<file path="config.mk">
export PLATFORM = sky130hd
export DESIGN_NAME = branch_resolve_queue_flat
export DESIGN_NICKNAME = d
export VERILOG_FILES = /design/src/rtl/bp_pkg.sv /design/src/rtl/branch_resolve_queue_if.sv /design/src/rtl/bp_fifo.sv /design/src/rtl/branch_resolve_queue.sv /design/src/flat_wrapper.sv
export SDC_FILE = /design/constraint.sdc
export NUM_CORES = 1
export LEC_CHECK = 0
export CORE_UTILIZATION = 50
export DETAILED_ROUTE_END_ITERATION = 8
export GPL_ROUTABILITY_DRIVEN = 0
export PLACE_DENSITY = 0.77
export RECOVER_POWER = 25
export SYNTH_ARGS = -nofsm -noshare
export SYNTH_HDL_FRONTEND = slang
export SYNTH_HIERARCHICAL = 1
export SYNTH_SLANG_ARGS = --single-unit
</file>
<file path="constraint.sdc">
create_clock -name clk -period 4.83 [get_ports clk]
set_input_delay 0.483 -clock clk [delete_from_list [all_inputs] [get_ports clk]]
set_output_delay 0.483 -clock clk [all_outputs]
set_load 0.01 [all_outputs]
</file>
<file path="src/rtl/bp_pkg.sv">
// bp_pkg: shared sizing defaults and 2-bit predictor state encodings
package bp_pkg;
  localparam int BP_DEPTH = 4;
  localparam int BP_PTR_W = 2;
  localparam int BP_CNT_W = 16;
  typedef enum logic [1:0] {
    ST_STRONG_NT = 2'b00,
    ST_WEAK_NT   = 2'b01,
    ST_WEAK_T    = 2'b10,
    ST_STRONG_T  = 2'b11
  } bp_state_e;
endpackage

</file>
<file path="src/rtl/branch_resolve_queue_if.sv">
// branch_resolve_queue_if: fetch/resolve handshake and status bundle
interface branch_resolve_queue_if import bp_pkg::*; #(
  parameter int PTR_W = BP_PTR_W,
  parameter int CNT_W = BP_CNT_W
);
  logic pred_valid, p_taken, pred_ready;
  logic res_valid, res_taken;
  logic upd_valid, taken_o, mispredict, err_underflow;
  logic [PTR_W:0] count;
  logic [CNT_W-1:0] hit_cnt, miss_cnt;
  modport master(
    output pred_valid, p_taken, res_valid, res_taken,
    input pred_ready, upd_valid, taken_o, mispredict, err_underflow, count, hit_cnt, miss_cnt
  );
  modport slave(
    input pred_valid, p_taken, res_valid, res_taken,
    output pred_ready, upd_valid, taken_o, mispredict, err_underflow, count, hit_cnt, miss_cnt
  );
endinterface

</file>
<file path="src/rtl/bp_fifo.sv">
// bp_fifo: 1-bit synchronous FIFO with flush; flush wins over push/pop
module bp_fifo import bp_pkg::*; #(
  parameter int DEPTH = BP_DEPTH,
  parameter int PTR_W = BP_PTR_W
) (
  input  logic           clk,
  input  logic           rst,
  input  logic           push,
  input  logic           din,
  input  logic           pop,
  input  logic           flush,
  output logic           head,
  output logic [PTR_W:0] count,
  output logic           full,
  output logic           empty
);
  logic [DEPTH-1:0] mem_q, mem_d;
  logic [PTR_W-1:0] wr_ptr_q, wr_ptr_d, rd_ptr_q, rd_ptr_d;
  logic [PTR_W:0] count_q, count_d;
  logic do_push, do_pop;
  assign full = count_q == (PTR_W+1)'(DEPTH);
  assign empty = count_q == '0;
  assign count = count_q;
  assign head = mem_q[rd_ptr_q];
  assign do_push = push && !full;
  assign do_pop = pop && !empty;
  always_comb begin
    mem_d = mem_q;
    wr_ptr_d = wr_ptr_q;
    rd_ptr_d = rd_ptr_q;
    count_d = count_q;
    if (flush) begin
      rd_ptr_d = wr_ptr_q;
      count_d = '0;
    end else begin
      if (do_push) mem_d[wr_ptr_q] = din;
      wr_ptr_d = do_push ? wr_ptr_q + 1'b1 : wr_ptr_q;
      rd_ptr_d = do_pop ? rd_ptr_q + 1'b1 : rd_ptr_q;
      count_d = count_q + (PTR_W+1)'(do_push) - (PTR_W+1)'(do_pop);
    end
  end
  always_ff @(posedge clk) begin
    if (rst) begin
      mem_q <= '0;
      wr_ptr_q <= '0;
      rd_ptr_q <= '0;
      count_q <= '0;
    end else begin
      mem_q <= mem_d;
      wr_ptr_q <= wr_ptr_d;
      rd_ptr_q <= rd_ptr_d;
      count_q <= count_d;
    end
  end
endmodule

</file>
<file path="src/rtl/branch_resolve_queue.sv">
// branch_resolve_queue: holds predictions in order, compares at resolve, flushes on mispredict
module branch_resolve_queue import bp_pkg::*; #(
  parameter int DEPTH = BP_DEPTH,
  parameter int PTR_W = BP_PTR_W,
  parameter int CNT_W = BP_CNT_W
) (
  input logic clk,
  input logic rst,
  branch_resolve_queue_if.slave bus
);
  logic head, full, empty, pop, hit, miss;
  logic [PTR_W:0] fifo_count;
  logic upd_valid_q, upd_valid_d, taken_o_q, taken_o_d;
  logic mispredict_q, mispredict_d, err_q, err_d;
  logic [CNT_W-1:0] hit_cnt_q, hit_cnt_d, miss_cnt_q, miss_cnt_d;
  assign pop = bus.res_valid && !empty;
  assign miss = pop && (head != bus.res_taken);
  assign hit = pop && !miss;
  // a push in the mispredicting cycle is wrong-path and is dropped
  bp_fifo #(.DEPTH(DEPTH), .PTR_W(PTR_W)) u_fifo (
    .clk(clk),
    .rst(rst),
    .push(bus.pred_valid && !miss),
    .din(bus.p_taken),
    .pop(pop),
    .flush(miss),
    .head(head),
    .count(fifo_count),
    .full(full),
    .empty(empty)
  );
  always_comb begin
    upd_valid_d = pop;
    taken_o_d = pop ? bus.res_taken : taken_o_q;
    mispredict_d = miss;
    err_d = err_q || (bus.res_valid && empty);
    hit_cnt_d = (hit && !(&hit_cnt_q)) ? hit_cnt_q + 1'b1 : hit_cnt_q;
    miss_cnt_d = (miss && !(&miss_cnt_q)) ? miss_cnt_q + 1'b1 : miss_cnt_q;
  end
  always_ff @(posedge clk) begin
    if (rst) begin
      upd_valid_q <= 1'b0;
      taken_o_q <= 1'b0;
      mispredict_q <= 1'b0;
      err_q <= 1'b0;
      hit_cnt_q <= '0;
      miss_cnt_q <= '0;
    end else begin
      upd_valid_q <= upd_valid_d;
      taken_o_q <= taken_o_d;
      mispredict_q <= mispredict_d;
      err_q <= err_d;
      hit_cnt_q <= hit_cnt_d;
      miss_cnt_q <= miss_cnt_d;
    end
  end
  assign bus.pred_ready = !full;
  assign bus.count = fifo_count;
  assign bus.upd_valid = upd_valid_q;
  assign bus.taken_o = taken_o_q;
  assign bus.mispredict = mispredict_q;
  assign bus.err_underflow = err_q;
  assign bus.hit_cnt = hit_cnt_q;
  assign bus.miss_cnt = miss_cnt_q;
endmodule

</file>
<file path="src/flat_wrapper.sv">
// flat-port wrapper written by rule: the top's interface ports become plain ports
module branch_resolve_queue_flat import bp_pkg::*;
#(
  parameter int DEPTH = BP_DEPTH,
  parameter int PTR_W = BP_PTR_W,
  parameter int CNT_W = BP_CNT_W
)
  (clk, rst, bus_pred_valid, bus_p_taken, bus_res_valid, bus_res_taken, bus_pred_ready, bus_upd_valid, bus_taken_o, bus_mispredict, bus_err_underflow, bus_count, bus_hit_cnt, bus_miss_cnt);
  branch_resolve_queue_if #(.PTR_W(PTR_W), .CNT_W(CNT_W)) bus_i ();
  input logic clk;
  input logic rst;
  input wire logic [$bits(bus_i.pred_valid)-1:0] bus_pred_valid;
  input wire logic [$bits(bus_i.p_taken)-1:0] bus_p_taken;
  input wire logic [$bits(bus_i.res_valid)-1:0] bus_res_valid;
  input wire logic [$bits(bus_i.res_taken)-1:0] bus_res_taken;
  output wire logic [$bits(bus_i.pred_ready)-1:0] bus_pred_ready;
  output wire logic [$bits(bus_i.upd_valid)-1:0] bus_upd_valid;
  output wire logic [$bits(bus_i.taken_o)-1:0] bus_taken_o;
  output wire logic [$bits(bus_i.mispredict)-1:0] bus_mispredict;
  output wire logic [$bits(bus_i.err_underflow)-1:0] bus_err_underflow;
  output wire logic [$bits(bus_i.count)-1:0] bus_count;
  output wire logic [$bits(bus_i.hit_cnt)-1:0] bus_hit_cnt;
  output wire logic [$bits(bus_i.miss_cnt)-1:0] bus_miss_cnt;
  assign bus_i.pred_valid = bus_pred_valid;
  assign bus_i.p_taken = bus_p_taken;
  assign bus_i.res_valid = bus_res_valid;
  assign bus_i.res_taken = bus_res_taken;
  assign bus_pred_ready = bus_i.pred_ready;
  assign bus_upd_valid = bus_i.upd_valid;
  assign bus_taken_o = bus_i.taken_o;
  assign bus_mispredict = bus_i.mispredict;
  assign bus_err_underflow = bus_i.err_underflow;
  assign bus_count = bus_i.count;
  assign bus_hit_cnt = bus_i.hit_cnt;
  assign bus_miss_cnt = bus_i.miss_cnt;
  branch_resolve_queue #(.DEPTH(DEPTH), .PTR_W(PTR_W), .CNT_W(CNT_W)) u_core (.clk(clk), .rst(rst), .bus(bus_i));
endmodule
</file>
==> impl_results.md <==
* # nets final at between 300 and 400
* Clock root buffer master: clkbuf_8
* Top-count cell post-synth: dfxtp_1
* Number of global-route vias before repair at 1944
* CTS Sinks at 47
* Worst Skew at 0.002179 ns
* Cell Area, Synth at 0.002456 mm²
* CTS tree: done
* Rows at 25
* Total track usage at around 21%
* Post-Synth Simple-Gate Area at between 20 and 30%
* Setup TNS at 0 ns
* Uppermost layer routed: met4
* Die Y at roughly 70 µm
* CTS buffer count at 5
* Ant diodes at 0
* Fin. max-slew vios at 0
* Synth cell count leaders: dfxtp_1, a21oi_1, nand2_1
* Setup crit end kind: flop
* F_max at around 300 MHz
* Dominant cells by area after synthesis: dfxtp_1, a21oi_1, o31ai_1
* Final wirelength at around 5400 µm
* # fillers at 425
* Required @ worst endpoint at between 5 and 6 ns
* P&R area growth vs syn at 22.47%
* Synth Area in Adders at under 10%
* Average footprint of a synthesized cell at roughly 8.6 µm²
* Total power at about 0.96 mW
* Arrival time at the worst endpoint at about 3.6 ns
* Effective utilization at floorplan at around 52%
* Seq/Total Area, Yosys at 38.31%
* Slew @ Worst Pin at 1.257 ns
* Tcrit/Tclk final at 69.42%
* Post-synth EDFFs at 0
* CP startpoint: u_core/u_fifo/rd_ptr_q[0]
* Setup Viol. Count Final at 0
* RSZ-0062 raised after global routing: no
* Routed vias at roughly 2300
* CP max FO at 13
* Final hold violations at 0
* Largest net degree at the start of global routing at 30
* Mux cell area share after synthesis at 2.191%
* Post-synthesis xor/xnor area fraction at roughly 1.7%
* Clock Latency Late Sink at around 0.30 ns
* Status: complete, no violations
* Worst path slowest cell: mux4_2
* Grt total ovfl at 0
* Final min period at 3.353 ns
* Post-CTS Resized at 0
* Initial antenna violation count at 0
* Routed vias/inst at about 5.8
* Synth top area share at approximately two fifths
* Cell variety after synth at 50
* Clock-pin slew on the worst setup and hold paths at approximately 0.080 ns
* Detailed placer's ending HPWL at around 4000 µm
* Fraction of layout cells with a size suffix above 1 at about 5.3%
* First-pass GRT wire length at about 8900 µm
* Wl on met1 at approximately 2600 µm
* Met3 Routed Length at ~230 µm
* Biggest cell delay along the critical path at between 0.5 and 0.6 ns
* CP cell instances: mux4_2 > xor2_1 > nand2_1 > and2_1 > nand2_1 > ha_1 > inv_1 > ha_1 > inv_1 > fa_1 > xor2_1 > nor2_1 > nor4b_1
* FFs w/ async S/R, synth at 0%
* Die area at 0.005196 mm²
* Post-route ant nets at 0
* IO Pins at 46
* Slew HR at around 15%
* Max VDD drop at roughly 0.27 mV
* Worst Reg2Reg Path Length in Cells at 13
* CP Class: flop to flop
* Starting DRT DRC Count at 135
* Clock buffer depth at 2
* H-tree depth at 2
* DR pass1 iterations at 5
* # DRC at 0
* P_leak at ~1.1 nW
* Mapped Nets at 300
* FF+latch count, synth at 47
* FF-to-FF Start: u_core/u_fifo/rd_ptr_q[0]
* Area leader, netlist: dfxtp_1
* Capture point of the critical path: u_core/u_fifo/count[2]
* Top_reg_cell synth: dfxtp_1
* Hold Path Class: flop to flop
* Post-CTS setup buffers at 0
* Startpoint Class: flop
* Wire per inst at roughly 14 µm
* Ys Warns at 6
* Core Area at roughly 0.0047 mm²
* Die Width at slightly above 70 µm
* Cell count after synthesis at ~290
* Compound-Gate Fraction of Synth Area at approximately a fifth
* Reg2reg setup slack at around 1.5 ns
* Max cap viols at 0
* Port buffer count at 45
* PwrDens at ~320 mW/mm²
* Hold Buf Count CTS at 0
* RR Endpoint: u_core/u_fifo/count[2]
* DR WL met2 at around 2500 µm
* Largest family of logic cells by synthesized area: simple AND/OR/NAND/NOR gates
[logic make-up (layout without fill, tap and decap cells)]
family / count (synthesis) / count (layout)
AO/OA/AOI/OAI: 78 / 78
buffers and inverters: 29 / 67
AND/OR/NAND/NOR: 114 / 114
flip-flops: 47 / 47
adder cells (fa/ha/maj): 9 / 9
multiplexers: 4 / 4
XOR/XNOR: 4 / 4
[report_power, final]
group          total [mW]  internal (mW)  switching, mW
Clock               0.218         0.0966          0.122
Combinational       0.278          0.123          0.155
Sequential          0.461          0.424         0.0369
[layout by cell type, fill, tap and decap left out, types with 9 or more instances in the layout]
master | synthesis | final
clkdlybuf4s50_1 | 0 | 24
dlygate4sd3_1 | 0 | 21
nand2_1 | 18 | 18
or4_1 | 14 | 14
a21oi_1 | 33 | 33
nor2_1 | 9 | 9
nand3_1 | 10 | 10
nand4_1 | 15 | 15
dfxtp_1 | 47 | 47
o21ai_0 | 14 | 14
o31ai_1 | 16 | 16
inv_1 | 13 | 13
[cell type report]
class / instances / area, µm² / area share (%)
Inverter: 15 / 61.31 / 2.038
Timing Repair Buffer: 46 / 457.9 / 15.22
Sequential cell: 47 / 940.9 / 31.28
Clock buffer: 6 / 72.57 / 2.413
Multi-Input combinational cell: 209 / 1391 / 46.26
Tap cell: 67 / 83.83 / 2.787
[worst min path at each step]
stage	from	end	slack [ns]	cells past startpoint
final	u_core/bus.err_underflow	u_core/bus.err_underflow	0.49	2
after global routing	u_core/bus.err_underflow	u_core/bus.err_underflow	0.51	2
after CTS	u_core/u_fifo/mem_q[2]	u_core/u_fifo/mem_q[2]	0.49	2
after detailed placement	u_core/u_fifo/mem_q[0]	u_core/u_fifo/mem_q[0]	0.48	2
after global placement	u_core/u_fifo/mem_q[0]	u_core/u_fifo/mem_q[0]	0.46	2
after floorplan	u_core/u_fifo/mem_q[2]	u_core/u_fifo/mem_q[2]	0.45	2
[critical path, delay by kind of cell, from the launching register on]
family        cells  cell delay [ns]
fa+ha+maj         3             0.72
mux               1             0.57
flops             1             0.40
xor+xnor          2             0.47
buf+inv           2             0.09
simple gates      5             0.99
[sequential cells by signal, indices dropped and copies added, names as in the netlist]
| register | count |
|---|---|
| u_core/bus.err_underflow | 1 |
| u_core/bus.hit_cnt | 16 |
| u_core/bus.mispredict | 1 |
| u_core/bus.miss_cnt | 16 |
| u_core/bus.taken_o | 1 |
| u_core/bus.upd_valid | 1 |
| u_core/u_fifo/count | 3 |
| u_core/u_fifo/mem_q | 4 |
| u_core/u_fifo/rd_ptr_q | 2 |
| u_core/u_fifo/wr_ptr_q | 2 |
[metal layers]
layer | vias to the layer above | track usage, %
met4 | 0 | 6.536
li1 | 1164 | -
met3 | 7 | 4.861
met2 | 57 | 32.71
met5 | - | 0
met1 | 1053 | 30.19
[stage by stage]
stage	setup WS [ns]	hold slack, ns	instance area [µm²]	cells	utilization [%]
after floorplan	1.704	0.4506	2456	285	-
after global placement	1.528	0.4612	2935	384	62.15
after detailed placement	1.382	0.4796	2935	384	62.15
after CTS	1.461	0.4930	3008	390	63.68
after global routing	1.138	0.5064	3008	390	63.68
final	1.477	0.4891	3008	390	63.68
(Power assumes the default switching activity.)
